<file path="config.mk">
export PLATFORM = sky130hd
export DESIGN_NAME = gray_stream_decoder
export DESIGN_NICKNAME = d
export VERILOG_FILES = /design/src/rtl/gray_stream_decoder.sv
export SDC_FILE = /design/constraint.sdc
export NUM_CORES = 1
export LEC_CHECK = 0
export CORE_MARGIN = 1
export CORE_UTILIZATION = 47
export CTS_BUF_LIST = sky130_fd_sc_hd__clkbuf_8 sky130_fd_sc_hd__clkbuf_16
export CTS_CLUSTER_SIZE = 28
export DETAILED_ROUTE_END_ITERATION = 10
export GPL_TIMING_DRIVEN = 0
export PLACE_DENSITY = 0.87
export SETUP_SLACK_MARGIN = 0.3
export SYNTH_ARGS = -nofsm -noshare
export SYNTH_HDL_FRONTEND = slang
export SYNTH_SLANG_ARGS = --single-unit
</file>
<file path="constraint.sdc">
create_clock -name clk -period 4.22 [get_ports clk]
set_clock_uncertainty 0.1 [all_clocks]
set_input_delay 0.844 -clock clk [delete_from_list [all_inputs] [get_ports clk]]
set_output_delay 0.844 -clock clk [all_outputs]
set_load 0.01 [all_outputs]
</file>
<file path="src/rtl/gray_stream_decoder.sv">
// Streaming Gray-to-binary decoder with a one-word output register and a
// step checker that flags successive words differing in more than one bit.
//
// state | meaning
// SYNC  | no reference word; next accepted word is taken as-is
// TRACK | reference holds the last accepted Gray word
module gray_stream_decoder #(
   parameter int WIDTH     = 4,
   parameter int ERR_CNT_W = 8
) (
   input  logic                 clk,
   input  logic                 rst_n,
   input  logic                 in_valid,
   output logic                 in_ready,
   input  logic [WIDTH-1:0]     in_gray,
   input  logic                 resync,
   output logic                 out_valid,
   input  logic                 out_ready,
   output logic [WIDTH-1:0]     out_bin,
   output logic                 out_step_err,
   output logic [ERR_CNT_W-1:0] err_count
);

   typedef enum logic {SYNC = 1'b0, TRACK = 1'b1} state_t;

   state_t           state;
   logic [WIDTH-1:0] ref_gray;
   logic [WIDTH-1:0] dec_bin;
   logic [WIDTH-1:0] diff;
   logic             accept;
   logic             multi_bit;
   logic             step_err;

   assign in_ready = !out_valid || out_ready;
   assign accept   = in_valid && in_ready;

   always_comb begin
      dec_bin = '0;
      dec_bin[WIDTH-1] = in_gray[WIDTH-1];
      for (int i = WIDTH - 2; i >= 0; i--) begin
         dec_bin[i] = dec_bin[i+1] ^ in_gray[i];
      end
   end

   // Clearing the lowest set bit leaves something only if two or more bits differ.
   assign diff      = in_gray ^ ref_gray;
   assign multi_bit = |(diff & (diff - WIDTH'(1)));
   assign step_err  = (state == TRACK) && !resync && multi_bit;

   always_ff @(posedge clk or negedge rst_n) begin
      if (!rst_n) begin
         state        <= SYNC;
         ref_gray     <= '0;
         out_valid    <= 1'b0;
         out_bin      <= '0;
         out_step_err <= 1'b0;
         err_count    <= '0;
      end else begin
         if (accept) begin
            out_valid    <= 1'b1;
            out_bin      <= dec_bin;
            out_step_err <= step_err;
            ref_gray     <= in_gray;
            state        <= TRACK;
            if (step_err && (err_count != {ERR_CNT_W{1'b1}})) begin
               err_count <= err_count + ERR_CNT_W'(1);
            end
         end else begin
            if (out_ready) begin
               out_valid <= 1'b0;
            end
            if (resync) begin
               state <= SYNC;
            end
         end
      end
   end

endmodule

</file>
Yosys cells after proc, flatten, opt, wreduce, memory -nomap -nowiden. Cells that the tools add are included.

Input bits: 9. Register bits: 19. Output and inout bits: 15. Word-level logic and storage cells: 29.

Add/subtract/negate cells: 2. Equal/unequal tests: 1. Bitwise gates (word level): 5. Reduce and logical (&&, ||, !) cells: 11. Multiplexer cells: 4.

Operators by type and width (count): $add A8 B1 Y8 const B (1); $ne A8 B8 Y1 const B (1); $and A4 B4 Y4 (1); $logic_and A1 B1 Y1 (4); $mux W1 (4); $reduce_bool A2 Y1 (2); $reduce_or A4 Y1 (1); $sub A4 B1 Y4 const B (1); $xor A4 B4 Y4 (1); $xor A1 B1 Y1 (3); $logic_not A1 Y1 (2); $reduce_and A2 Y1 (1); $logic_or A1 B1 Y1 (1).

Logic depth before layout (Yosys ltp). Gate-level depths: netlist (run 1).

Word-level depth: 7. Depth in mapped cells: 6. Depth with buffers taken out: 6.

Worst setup path before layout (run 1). No wires, ideal clock.

Path type: input to register. Start point: input port in_gray[1]. End point: register err_count[1]. Arrival: 2191 ps. Library setup time: 128 ps. Stages: 5. Path buffers: 0. Setup slack: 1801 ps. Data required time: 3992 ps. Cell sequence: xor2_1 o21ai_2 a2111oi_4 and2_1 mux2_1.

Cells in the longest elaborated chain, start to end: 7.

Ends and longest elaborated chain: from (decl) (RTL line 15) `input logic [WIDTH-1:0] in_gray,`; $xor A4 B4 Y4 * (RTL line 46) `assign diff = in_gray ^ ref_gray;`; $sub A4 B1 Y4 (RTL line 47) `assign multi_bit = |(diff & (diff - WIDTH'(1)));`; $and A4 B4 Y4 * (RTL line 47); $reduce_or A4 Y1 * (RTL line 47); $logic_and A1 B1 Y1 * (RTL line 48) `assign step_err = (state == TRACK) && !resync && multi_bit;`; $logic_and A1 B1 Y1 * (RTL line 65) `if (step_err && (err_count != {ERR_CNT_W{1'b1}})) begin`; $reduce_and A2 Y1 (no source line) *; to (signal assigned) (RTL line 66) `err_count <= err_count + ERR_CNT_W'(1);`; to (decl) (RTL line 21) `output logic [ERR_CNT_W-1:0] err_count`.

Every way passes the cells marked *; elsewhere a longest branch is shown, timed or not. A chain may end at the register's enable or synchronous reset.

Worst setup path after layout (run 1). Ends and elaborated chain as after synthesis.

==> results of run 1 <==
==> sequential cells by signal (all words and copies together), names as in the netlist <==
register and count:
state 1, ref_gray 3, out_valid 1, out_step_err 1, out_bin 4, err_count 8
==> metrics by stage <==
stage / hold slack, ps / worst slack [ps] / cell area, µm² / instances / util
6_report: 383 / 1300 / 1190 / 123 / 0.688
5_1_grt: 404 / 1190 / 1190 / 123 / 0.688
4_1_cts: 384 / 1250 / 1190 / 123 / 0.688
3_5_place_dp: 369 / 1010 / 1130 / 119 / 0.657
3_3_place_gp: 361 / 1090 / 1130 / 119 / 0.657
2_1_floorplan: 388 / 1800 / 872 / 71 / -
==> kinds of logic after synthesis <==
logic type	after synthesis	synth area share
muxes	7	0.0947
adders and majority gates	1	0.0143
buffers and inverters	3	0.0172
and+or+nand+nor	21	0.131
DFF	18	0.516
AOI/OAI and AO/OA	9	0.0890
xor gates and xnor gates	12	0.138
==> how the worst min path moves through the flow <==
| stage | start | end | slack [ps] | cells after the start |
|---|---|---|---|---|
| final | out_step_err | out_step_err | 380 | 1 |
| after global routing | out_step_err | out_step_err | 400 | 1 |
| after CTS | out_step_err | out_step_err | 380 | 1 |
| after detailed placement | out_step_err | out_step_err | 370 | 1 |
| after global placement | out_bin[1] | out_bin[1] | 360 | 2 |
| after floorplan | state | state | 390 | 2 |
==> area by class of cell <==
cell class,count,area [µm²]
Tap cell,25,31.3
Inverter,1,3.75
Timing Repair Buffer,23,230
Buffer,2,11.3
Sequential cell,18,450
Clock buffer,4,55.1
Multi-Input combinational cell,50,407
Fill cell,140,538
==> cell usage after synthesis, drive strengths merged <==
library cell | count | area, µm²
inv | 1 | 3.75
dfrtp | 18 | 450
a21o | 1 | 7.51
nand2 | 5 | 18.8
mux2 | 7 | 82.6
a21oi | 2 | 10.0
xnor2 | 5 | 43.8
nor2 | 1 | 3.75
buf | 1 | 7.51
nor2b | 1 | 6.26
nand3 | 6 | 30.0
o21ai | 4 | 23.8
and3 | 2 | 12.5
xor2 | 7 | 76.3
nand2b | 3 | 18.8
ha | 1 | 12.5
nor3 | 1 | 5.00
nand4 | 1 | 12.5
clkbuf | 1 | 3.75
a2111oi | 1 | 27.5
a41oi | 1 | 8.76
and2 | 1 | 6.26
==> routing by layer <==
layer	vias to the layer above	routed length, µm	track usage
met3	4	98	0.0400
met5	-	0	0
met4	0	31	0.0909
met1	298	696	0.213
li1	294	-	-
met2	19	755	0.284
==> power breakdown <==
part | internal, mW | total, mW | switching (mW)
combinational | 0.0880 | 0.150 | 0.0625
sequential | 0.204 | 0.233 | 0.0288
clock | 0.0828 | 0.138 | 0.0552
==> out/results.tsv, run 1 <==
stage	metric	value	unit
sta	min_period	2920	ps
global_route	grt_max_degree	19	
yosys	synth-seq-cells	18	
global_route	antenna_found_initial	0	
worst_setup_path	r2r-end	err_count[1]	
finish	final_common_cell	clkdlybuf4s50_1	
worst_setup_path	endpoint	err_count[1]	
hold_path	min_path_type	flip-flop to flip-flop	
global_route	grt_use_total	0.174	
worst_setup_path	cp.required	4250	ps
yosys	synth_area	872	µm²
die	die_h	45.1	µm
worst_setup_path	startpoint	in_gray[1]	
drt	drt_wl_total	1.58	mm
clock_network	numCtsBuffers	3	
sta	worst_pin_slew	780	ps
die	dieArea	2030	µm²
worst_setup_path	critPathCaptureType	flip-flop	
drt	vias	615	
placed_design	portBuffers	23	
clock_network	postCtsSetupRepairBufs	0	
yosys	synth_cell_types	26	
sta	finalHoldViolCount	0	
global_route	grt_pass1_wl	2.46	mm
drt	dr.pass1.iters	3	
drt	route.detailed.drc	0	
run	max_cap_violations	0	
worst_setup_path	reg2reg_from	ref_gray[1]	
power_and_ir_drop	p_leak	0.503	nW
finish	diodes	0	
drt	routed_via_density	5.00	
worst_setup_path	critPathMaxStageDelay	630	ps
placed_design	place_hpwl	1.18	mm
worst_setup_path	crit_chain	clkdlybuf4s50_1 > xor2_1 > o21ai_2 > a2111oi_4 > and2_1 > mux2_1	
power_and_ir_drop	p_total	0.521	mW
sta	report.final.slew_viol_count	0	
sta	rsz0062_at_grt	false	
sta	setup_tns	0	ps
outcome	outcome	finished, final reports clean	
clock_network	cts_sinks	18	
finish	area_growth_syn_to_layout	36.3	%
worst_setup_path	path_buf_inv	1	
worst_setup_path	slowest_stage	a2111oi_4	
die	rows	15	
yosys	syn_inst	71	
sta	setup_viol	0	
worst_setup_path	crit_arrival	2960	ps
clock_network	root_buffer	clkbuf_8	
yosys	synth_nets	81	
worst_setup_path	path_depth	6	
global_route	gr-total-overflow	0	
drt	first_iter_violations	6	
worst_setup_path	reg2regPathDepth	5	
clock_network	path_clk_slew	70	ps
clock_network	cts_hold_buf	0	
global_route	grt_pass1_vias	564	
clock_network	cts_resized	0	
clock_network	htreeDepth	1	
clock_network	clk_latency	250	ps
worst_setup_path	ff2ff_setup_slack	2050	ps
sta	max-slew-margin-rel	0.478	
worst_setup_path	cp_top_family	compound AO/OA/AOI/OAI gates	
drt	ant_nets	0	
die	ios	24	
power_and_ir_drop	pwr_density_cell	438	nW/µm²
yosys	yosys_warnings	0	
finish	final_nets	109	
yosys	synth_area_per_cell	12.3	µm²
clock_network	cts_buffer_depth	2	
worst_setup_path	critPathMaxFanout	9	
die	core_area	1730	µm²
worst_setup_path	cp-start-kind	primary input	
drt	avgRoutedWirePerCell	12.9	µm
placed_design	place_congestion	0.722	
die	start_util	0.505	
power_and_ir_drop	vdd.ir_drop.worst	0.000347	V
finish	drive_above_1_share	0.163	
die	die_x	45.1	µm
worst_setup_path	worstSetupPathType	primary input to flip-flop	
clock_network	cts_tree	yes	
finish	final_cell_mix	23 x clkdlybuf4s50_1, 18 x dfrtp_1, 6 x nand3_1	
yosys	yosysSeqAreaShare	0.516	
sta	final.period_utilization	0.693	
sta	max_freq	342	MHz
No activity file was read; power rests on OpenSTA's default activity.
==> run 2: changes to the inputs <==
- CORE_UTILIZATION: 47 -> 46
- PLACE_DENSITY: 0.87 -> 0.86
- clock period: 4.22 -> 2.85 ns (I/O delays scaled with it)
==> run 2 against run 1 <==
  * Sequential power is 48% higher
  * Design area increased by 2.3%
  * Sequential share of layout area fell by 0.86 points
  * Count of clock-buffer cells in the layout unchanged
  * Critical path depth up 1
  * First-iteration DRC count is 33% lower
  * Final cell count increased by 1.6%
  * Sequential cell count is the same
  * Combinational power increased by 50%
  * Wire length is 1.9% higher
  * Hold slack gained 2.2 ps
  * Core utilization grew 0.84 points
==> out/results.tsv, run 2 (synthesis results as in run 1) <==
stage	metric	value	unit	change
worst_setup_path	cp.required	2890	ps	-1360 ps
worst_setup_path	worstSetupPathType	primary input to flip-flop		
clock_network	path_clk_slew	70	ps	about the same
power_and_ir_drop	pwr-share-comb	0.290		about the same
placed_design	preCtsSetupSlack	-67.8	ps	-1070 ps
clock_network	htreeDepth	1		unchanged
finish	drive_above_1_share	0.190		+0.0267
drt	routed_via_density	5.01		+0.16%
global_route	grt_max_degree	19		unchanged
die	ios	24		unchanged
clock_network	numCtsBuffers	3		unchanged
global_route	grt_pass1_vias	591		+4.8%
hold_path	hp-start	out_bin[0]		
worst_setup_path	critPathCaptureType	flip-flop		
sta	max-slew-margin-rel	0.473		-0.00525
clock_network	root_buffer	clkbuf_8		
worst_setup_path	r2r-end	err_count[7]		
sta	final.period_utilization	0.852		
drt	drt_wl_total	1.61	mm	+1.9%
drt	ant_nets	0		unchanged
sta	max_freq	412	MHz	
hold_path	hold_path_depth	2		+1
die	rows	15		unchanged
finish	final_cell_mix	21 x clkdlybuf4s50_1, 18 x dfrtp_1, 6 x nand3_1		
sta	min_period	2430	ps	
drt	avgRoutedWirePerCell	12.9	µm	+0.27%
finish	top_register	err_count		
placed_design	place_hpwl	1.15	mm	-2.4%
worst_setup_path	ff2ff_setup_slack	880	ps	-1170 ps
placed_design	placed_cells	119		unchanged
die	dieArea	2070	µm²	+2.1%
placed_design	portBuffers	23		unchanged
power_and_ir_drop	clock_power_share	0.265		about the same
sta	setup_viol	0		unchanged
worst_setup_path	cp-start-kind	primary input		
finish	final_common_cell	clkdlybuf4s50_1		
clock_network	cts_tree	yes		
sta	report.final.slew_viol_count	0		unchanged
global_route	grt_use_total	0.174		about the same
finish	final_nets	111		+1.8%
outcome	outcome	finished, final reports clean		
hold_path	worstHoldEndpoint	out_bin[0]		
clock_network	cts_buffer_depth	2		unchanged
worst_setup_path	crit_arrival	2470	ps	-490 ps
drt	vias	626		+1.8%
finish	finalNonFillerCells	125		+1.6%
finish	reg_top3	err_count (8), out_bin (4), ref_gray (3)		
clock_network	cts_sinks	18		unchanged
run	max_cap_violations	0		unchanged
finish	area_growth_syn_to_layout	39.5	%	
power_and_ir_drop	power_frac_seq	0.445		about the same
power_and_ir_drop	internal_power	0.556	mW	+48%
hold_path	min_path_type	flip-flop to flip-flop		
power_and_ir_drop	p_leak	0.533	nW	+6.0%
worst_setup_path	reg2reg_from	ref_gray[0]		
finish	largest_reg_flops	8		unchanged
power_and_ir_drop	pwr_density_cell	637	nW/µm²	+45%
worst_setup_path	reg2regPathDepth	6		+1
global_route	gr-total-overflow	0		unchanged
sta	fin_ws	423	ps	-874 ps
finish	diodes	0		unchanged
die	die_h	45.5	µm	+1.0%
clock_network	cts_hold_buf	0		unchanged
power_and_ir_drop	vdd.ir_drop.worst	0.000555	V	+60%
drt	dr.pass1.iters	4		+1
global_route	antenna_found_initial	0		unchanged
power_and_ir_drop	p_sw_frac	0.283		+0.00179
die	start_util	0.500		-0.00543
clock_network	clk_latency	250	ps	about the same
power_and_ir_drop	p_sw	0.219	mW	+50%
drt	first_iter_violations	4		-2
worst_setup_path	critPathMaxFanout	4		-5
sta	worst_pin_slew	788	ps	+7.85 ps
drt	route.detailed.drc	0		unchanged
placed_design	place_congestion	0.745		+3.2%
die	core_area	1750	µm²	+1.1%
die	die_x	45.5	µm	+1.0%
sta	rsz0062_at_grt	false		
global_route	grt_pass1_wl	2.45	mm	-0.57%
sta	finalHoldViolCount	0		unchanged
[run 2: area by class of cell]
class                   count  area, µm²
inverters                   1       3.75
flip-flops and latches     18        450
plain buffers               2       11.3
multi-input cells          50        414
repair buffers             25        250
well taps                  25       31.3
fillers                   133        529
clock buffers               4       55.1
[run 2: worst max path at each step]
stage / startpoint / to / slack, ps / depth (start not counted)
floorplan: in_gray[1] / err_count[1] / 710 / 5
global placement: in_gray[2] / err_count[1] / -20 / 6
detailed placement: in_gray[0] / err_count[1] / -70 / 6
CTS: in_gray[0] / err_count[7] / 330 / 7
global route: in_gray[1] / err_count[7] / 320 / 7
finish: in_gray[1] / err_count[7] / 420 / 7
[run 2: through the flow]
step           instance area, µm²  setup TNS (ps)  utilization  total power, mW  hold slack (ps)
5_1_grt                      1220               0        0.697            0.814              405
4_1_cts                      1200               0        0.690            0.781              384
3_5_place_dp                 1130           -67.8        0.649            0.571              369
2_1_floorplan                 872               0            -            0.453              174
6_report                     1220               0        0.697            0.775              385
3_3_place_gp                 1130           -24.0        0.649            0.563              362
[run 2: critical path: stages]
cell	delay, ps
clkdlybuf4s50_1	560
xor2_2	200
o21ai_2	100
a2111oi_4	430
buf_4	200
nand4_2	110
mux2_4	310
[run 2: what timing repair did]
item,CTS,global route
hold endpoints to repair,0,0
gates resized for setup,0,3
gates cloned,0,0
buffers inserted,2,0
pin swaps,1,3
endpoints found under the setup margin,2,5
[run 2: power by group through the flow]
stage | sequential (mW) | clock, mW | combinational, mW
after global placement | 0.346 | 0 | 0.217
final | 0.345 | 0.205 | 0.225
after CTS | 0.344 | 0.210 | 0.227
after global routing | 0.349 | 0.218 | 0.246
after floorplan | 0.360 | 0 | 0.0932
after detailed placement | 0.348 | 0 | 0.223
[run 2: routing by layer]
layer	global-route usage	routed length (µm)	up-vias	part of all wire
met4	0.127	33	0	0.020
li1	-	-	299	-
met1	0.182	699	300	0.43
met3	0.0516	115	4	0.071
met5	0	0	-	0
met2	0.291	764	23	0.47
